File: config.mk
export PLATFORM = sky130hd
export DESIGN_NAME = uart_rx_fifo
export DESIGN_NICKNAME = d
export VERILOG_FILES = /design/src/rtl/uart_rx_fifo.sv
export SDC_FILE = /design/constraint.sdc
export NUM_CORES = 1
export LEC_CHECK = 0
export BUFFER_PORTS_ARGS = -buffer_cell sky130_fd_sc_hd__buf_2
export CORE_AREA = 2 2 120 122
export CTS_BUF_LIST = sky130_fd_sc_hd__clkbuf_8 sky130_fd_sc_hd__clkbuf_16
export CTS_CLUSTER_SIZE = 28
export DETAILED_ROUTE_END_ITERATION = 12
export DIE_AREA = 0 0 122 124
export PLACE_DENSITY = 0.77
export SYNTH_ARGS = -nofsm -noshare
export SYNTH_HDL_FRONTEND = slang
export SYNTH_SLANG_ARGS = --single-unit
File: constraint.sdc
create_clock -name SCLK -period 5 [get_ports SCLK]
set_input_delay 0 -clock SCLK [delete_from_list [all_inputs] [get_ports SCLK]]
set_output_delay 0 -clock SCLK [all_outputs]
set_load 0.1 [all_outputs]
File: src/rtl/uart_rx_fifo.sv
// rtl/uart_rx_fifo.sv - UART receive buffer: frame alignment, parity check, show-ahead FIFO, overrun/timeout status
module uart_rx_fifo #(
    parameter int DEPTH_LOG2 = 4,
    parameter int TO_CYCLES  = 1024,
    parameter int TO_W       = 11
) (
    input  logic                  SCLK,
    input  logic                  SCLR,
    input  logic [2:0]            UMODE,
    input  logic                  RX_STB,
    input  logic [8:0]            RX_DATA,
    input  logic                  RX_ERR,
    input  logic                  RD_EN,
    output logic [7:0]            RD_DATA,
    output logic                  RD_PERR,
    output logic                  RD_ERR,
    output logic                  EMPTY,
    output logic                  FULL,
    output logic [DEPTH_LOG2:0]   COUNT,
    output logic                  OVERRUN,
    input  logic                  CLR_OVR,
    output logic                  TIMEOUT
);

    localparam int                 DEPTH   = 1 << DEPTH_LOG2;
    localparam logic [DEPTH_LOG2:0] CNT_MAX = (DEPTH_LOG2+1)'(DEPTH);
    localparam logic [DEPTH_LOG2:0] CNT_ONE = (DEPTH_LOG2+1)'(1);
    localparam logic [DEPTH_LOG2-1:0] PTR_ONE = DEPTH_LOG2'(1);
    localparam logic [TO_W-1:0]    TO_MAX  = TO_W'(TO_CYCLES);
    localparam logic [TO_W-1:0]    TO_ONE  = TO_W'(1);

    logic [9:0]            r_mem [DEPTH];
    logic [DEPTH_LOG2-1:0] r_wr_ptr;
    logic [DEPTH_LOG2-1:0] r_rd_ptr;
    logic [DEPTH_LOG2:0]   r_count;
    logic                  r_ovr;
    logic [TO_W-1:0]       r_to_cnt;

    logic [3:0]            w_n;
    logic [3:0]            w_t;
    logic [3:0]            w_shift;
    logic [8:0]            w_a;
    logic [7:0]            w_mask;
    logic [7:0]            w_data;
    logic                  w_par_bit;
    logic                  w_perr;
    logic [9:0]            w_entry;
    logic [9:0]            w_head;
    logic                  w_pop;
    logic                  w_wr;
    logic                  w_drop;

    // Frame alignment: the frame occupies the top t bits of the receiver shift register.
    assign w_n       = 4'd5 + {2'b00, UMODE[2:1]};
    assign w_t       = w_n + {3'b000, UMODE[0]};
    assign w_shift   = 4'd9 - w_t;
    assign w_a       = RX_DATA >> w_shift;
    assign w_mask    = 8'hFF >> (4'd8 - w_n);
    assign w_data    = w_a[7:0] & w_mask;
    assign w_par_bit = w_a[w_n];
    assign w_perr    = UMODE[0] & ((^w_data) != w_par_bit);
    assign w_entry   = {RX_ERR, w_perr, w_data};

    assign EMPTY   = (r_count == '0);
    assign FULL    = (r_count == CNT_MAX);
    assign COUNT   = r_count;
    assign OVERRUN = r_ovr;
    assign TIMEOUT = (r_to_cnt == TO_MAX) & ~EMPTY;

    // A pop in the same cycle frees the slot, so a strobe at full is still accepted.
    assign w_pop  = RD_EN & ~EMPTY;
    assign w_wr   = RX_STB & (~FULL | w_pop);
    assign w_drop = RX_STB & FULL & ~w_pop;

    assign w_head  = r_mem[r_rd_ptr];
    assign RD_DATA = EMPTY ? 8'h00 : w_head[7:0];
    assign RD_PERR = EMPTY ? 1'b0  : w_head[8];
    assign RD_ERR  = EMPTY ? 1'b0  : w_head[9];

    always_ff @(posedge SCLK) begin
        if (!SCLR && w_wr) begin
            r_mem[r_wr_ptr] <= w_entry;
        end
    end

    always_ff @(posedge SCLK) begin
        if (SCLR) begin
            r_wr_ptr <= '0;
            r_rd_ptr <= '0;
            r_count  <= '0;
        end else begin
            if (w_wr) begin
                r_wr_ptr <= r_wr_ptr + PTR_ONE;
            end
            if (w_pop) begin
                r_rd_ptr <= r_rd_ptr + PTR_ONE;
            end
            if (w_wr && !w_pop) begin
                r_count <= r_count + CNT_ONE;
            end else if (w_pop && !w_wr) begin
                r_count <= r_count - CNT_ONE;
            end
        end
    end

    // A drop and a clear in the same cycle leave the flag set.
    always_ff @(posedge SCLK) begin
        if (SCLR) begin
            r_ovr <= 1'b0;
        end else if (w_drop) begin
            r_ovr <= 1'b1;
        end else if (CLR_OVR) begin
            r_ovr <= 1'b0;
        end
    end

    always_ff @(posedge SCLK) begin
        if (SCLR) begin
            r_to_cnt <= '0;
        end else if (EMPTY || w_wr || w_pop) begin
            r_to_cnt <= '0;
        end else if (r_to_cnt != TO_MAX) begin
            r_to_cnt <= r_to_cnt + TO_ONE;
        end
    end

endmodule

# Yosys cells after proc, flatten, opt, wreduce, memory -nomap -nowiden
# Memory sizes are Yosys's and may differ from the RTL's. A register that Yosys moved wholly into a read port is not among the register bits.
# Index checks and enable logic that the tools add are counted.
# word_totals
word_cells	59
mem_bits_rw	160
rom_bits	0
register_bits	25
input_bits	18
output_inout_bits	19
n_memories	1
latch_bits	0
# classes
n_mux	13
reduce_logical	13
add_sub_neg	9
bitwise_logic	11
n_div	0
mul	0
n_lt_le_gt_ge	1
shifts	2
n_eq_ne	4
# mem_list
memory	depth	width	read_ports	rd_clocked_by_memory_dff	wr	line	text
r_mem	16	10	1	1	1	32	logic [9:0] r_mem [DEPTH];
# op_table
operator	count
$add A11 B1 Y11 const B	1
$eq A11 B11 Y1 const B	1
$ne A11 B11 Y1 const B	1
$mux W5	2
$shr A9 B4 Y9	1
$add A4 B1 Y4 const B	2
$and A8 B8 Y8	1
$mux W4	2
$mux W8	1
$reduce_xor A8 Y1	1
$shr A8 B4 Y8 const A	1
$sub A4 B4 Y4 const A	2
$mux W1	7
$and A1 B1 Y1	6
$add A5 B1 Y5 const B	1
$eq A5 B5 Y1 const B	1
$logic_not A5 Y1	1
$lt A4 B5 Y1 const B	1
$sub A5 B1 Y5 const B	1
$add A3 B2 Y4 const A	1
$add A4 B1 Y4	1
$bmux W1 S4	1
$reduce_bool A2 Y1	2
$logic_and A1 B1 Y1	3
other kinds (6)	11

# Depth between registers and ports, before layout
# depth
word_depth	9
depth_mapped	14
mapped_depth_nobuf	13

# Worst setup path after synthesis
# No wires, ideal clock.
# synth_timing
path_kind	input to register
startpoint	input port UMODE[1]
endpoint	memory r_mem[0][8], data pin
arrival_ns	3.664
setup_ns	0.296
path_buffers	2
required_ns	4.704
path_stages	13
path_slack_ns	1.040
path_cell_list	clkbuf_1 > inv_1 > ha_1 > inv_1 > ha_1 > inv_1 > ha_1 > buf_2 > nand2b_1 > nor4_2 > xnor3_1 > xnor3_1 > mux2i_1
# synth_via
elab_chain_cells	8
word_cells_on_any_way	12
classes_between	add/sub: 4; eq/ne: 1; shift: 2; mux: 2; bitwise: 2; reduce/logical: 1
# synth_lines
item	line	text
start, declared	9	input logic [2:0] UMODE,
$add A3 B2 Y4 *	54	assign w_n = 4'd5 + {2'b00, UMODE[2:1]};
$add A4 B1 Y4	55	assign w_t = w_n + {3'b000, UMODE[0]};
$sub A4 B4 Y4	56	assign w_shift = 4'd9 - w_t;
$shr A9 B4 Y9	57	assign w_a = RX_DATA >> w_shift;
$and A8 B8 Y8 *	59	assign w_data = w_a[7:0] & w_mask;
named net w_data[7]	44	logic [7:0] w_data;
$reduce_xor A8 Y1 *	61	assign w_perr = UMODE[0] & ((^w_data) != w_par_bit);
$ne A1 B1 Y1 *	61	
$and A1 B1 Y1 *	61	
named net w_perr	46	logic w_perr;
end, declared	32	
# The timed path passes the listed nets; every way through them passes the cells marked *. The select of a mux whose other input is x is not followed.

# Worst setup path in the final report
# layout_timing
startpoint	input port UMODE[1]
endpoint	memory r_mem[13][8], data pin
# Same word-level chain as after synthesis.

==> flow_metrics.tcl <==
set metrics [dict create \
    die-area_sq_um 15100 \
    hp-start "RD_EN" \
    power_leakage_nw 3.16 \
    via_per_inst 6.01 \
    core_area_sq_um 13700 \
    ys.flop_type "edfxtp_1" \
    grt_pass1_wl_um 25000 \
    clockBufferDepth 2 \
    cpPeakStageDelay_ns 0.93 \
    slew_headroom_pct 22.1 \
    slew_viol_final 0 \
    syn_to_final_growth_pct 13.4 \
    cts_resized 0 \
    finalHoldViolations 0 \
    crit_slowest_cell "mux2i_1" \
    crit_required_ns 5.07 \
    ys_async_sr_fraction_pct 0 \
    fmax_mhz 251 \
    finalCriticalPeriod_ns 3.98 \
    ys_warn_count 0 \
    final_util_pct 67.1 \
    synth_common_cells "edfxtp_1 (160), mux4_2 (55), nor2_1 (54)" \
    stdcell_count 732 \
    htree_levels 4 \
    dp.cells 695 \
    drt_iter0_markers 492 \
    antenna_left 0 \
    worstSetupEndpointType "flip-flop" \
    muxShareOfSynthArea_pct 16.9 \
    min_period_over_period_pct 79.6 \
    crit_fanout 17 \
    skew_ns 0.00788 \
    dp_slack_ns 0.678 \
    drt_wl_total_um 16500 \
    holdBufCountCts 5 \
    min_path_cells 4 \
    worst_ep_arrival_time_ns 4.05 \
    cts_buffers 17 \
    worstPathCellList "buf_2 -> inv_1 -> ha_1 -> inv_1 -> ha_1 -> mux4_2 -> a21oi_2 -> nor2_2 -> xnor3_2 -> xnor3_1 -> mux2i_1" \
    r2r-end "COUNT[4]$_SDFFE_PP0P_" \
    worst_pin_slew_ns 1.14 \
    p_total_mw 4.67 \
    hpwl_um 9910 \
    antenna_found_initial 0 \
    synth_xor_area_share_pct 3.22 \
    start_util_pct 59.1 \
    synth_area_sq_um 8110 \
    wire_per_inst_um 22.5 \
    rows 43 \
    grt_pass1_vias 4495 \
    first_pass_iters 5 \
    worstSkewPairLatency_ns 0.43 \
    post-cts-setup-buffer-count 0 \
    cts_tree "built" \
    grt-ovfl-total 0 \
    yosysMostFrequentCell "edfxtp_1" \
    rr_worst_depth 13 \
    grt_max_degree 41 \
    synth_top_family_by_area "multiplexers" \
    syn_area_per_cell_sq_um 17.1 \
    synth_top_cells_by_area "edfxtp_1 (59%), mux4_2 (15%), dfxtp_1 (7.2%)" \
    cp-start-kind "primary input" \
    synth_compound_area_share_pct 1.80 \
    clock_sinks 189 \
    maxCapViolations 0 \
    grt_setup_unrepaired "false" \
    clock-root-buffer "clkbuf_16" \
    port_buffers 36 \
    finalSetupTns_ns 0 \
    fp.dieH_um 124 \
    synth_seq_cells 189 \
    gp_routability_congestion 0.773 \
    ir_drop_mv 0.271 \
    setup_viol 0 \
    synth_fa_ha_area_share_pct 2.71 \
    hp-class "in2reg" \
    final_nets 574 \
    setup_ws_ns 1.02 \
    remaining_drc_errors 0 \
    grt.total_usage_pct 23.7 \
    yosysSeqAreaShare_pct 66.4 \
    synth_cells 475 \
    holdWs_ns 0.103 \
    n_antenna_cell 0 \
    r2r-start "COUNT[0]$_SDFFE_PP0P_" \
    ios 37 \
    synth_top_cell_by_area "edfxtp_1" \
    r2r_slack_ns 1.90 \
    synth-edff-count 160 \
    worstSetupPathType "in2reg" \
    synth_cell_type_count 47 \
    chipWidth_um 122 \
    drive_gt1_share_pct 27.5 \
    postPlaceCellArea_sq_um 8610 \
    synth_top_area_share_pct 59.2 \
    fin_area_sq_um 9200 \
    status "completed" \
    power_density_nw_per_um2 507 \
    syn_nets 510 \
    via_count 4396 \
    synthSimpleGateAreaFrac_pct 6.92 \
    cts.clk_slew.worst_paths_ns 0.06 \
]
[sequential cells by signal (all words and copies together), names as in the netlist, named ones only]
name,flops
COUNT,5
r_to_cnt,11
r_rd_ptr,4
r_mem,160
OVERRUN,1
r_wr_ptr,4
[cell families after synthesis]
kind of cell / Yosys count
flops: 189
simple gates: 117
mux: 66
buf+inv: 39
xor+xnor: 25
compound gates: 22
fa+ha+maj: 17
[worst max path at each step]
stage                        start                     end  slack (ns)  cells past startpoint
after global routing      UMODE[1]   r_mem[5][8]$_DFFE_PP_        0.65                     11
after detailed placement  UMODE[1]   r_mem[5][8]$_DFFE_PP_        0.68                     11
final                     UMODE[1]  r_mem[13][8]$_DFFE_PP_        1.02                     11
after CTS                 UMODE[1]   r_mem[2][8]$_DFFE_PP_        1.12                     11
after floorplan           UMODE[1]   r_mem[0][8]$_DFFE_PP_        1.04                     13
after global placement    UMODE[1]   r_mem[4][8]$_DFFE_PP_        0.93                     13
[per-layer routing]
layer  global-route usage [%]  part of all wire [%]  wire length [um]
met1                     32.1                    42              6960
met2                     38.4                    50              8260
met3                     4.99                   6.0               985
met4                     9.05                   1.7               278
met5                        0                     0                 0
[worst max-delay path: cells and delay by family]
kind            cells  cell delay (ns)
compound gates      1             0.07
xor+xnor            2             0.84
fa+ha+maj           2             1.02
buf+inv             3             0.36
mux                 2             1.27
simple gates        1             0.49
[cell type report]
| type | count | area [sq um] |
|---|---|---|
| flip-flops and latches | 189 | 5390 |
| fillers | 932 | 4520 |
| multi-input cells | 247 | 2560 |
| clock buffers | 17 | 425 |
| repair buffers | 67 | 425 |
| well taps | 180 | 225 |
| clock inverters | 15 | 114 |
| inverters | 17 | 63.8 |
[placed cells by master, fill, tap and decap left out, drive strengths merged, types with 2 or more instances in the layout]
cell type and count:
a21o 2, edfxtp 160, or2 2, nand4 6, inv 20, nor3 2
mux4 56, nand3 5, nor2 55, nor4 4, mux2 4, nor2b 13
dfxtp 29, xor2 12, dlygate4sd3 5, or3 3, nand2 18, xnor2 10
nand2b 3, buf 62, ha 16, bufinv 2, mux2i 6, xnor3 3
nand3b 2, a21oi 10, clkbuf 17, o22ai 2, clkinv 10, o32ai 2
[report_power, final]
| part | internal, mW | switching, mW | total, mW | leakage [nW] |
|---|---|---|---|---|
| clock network | 0.714 | 0.522 | 1.24 | 0.279 |
| registers | 1.83 | 0.0965 | 1.93 | 1.70 |
| logic | 0.525 | 0.979 | 1.50 | 1.19 |
Power figures use the tool's default switching activity.
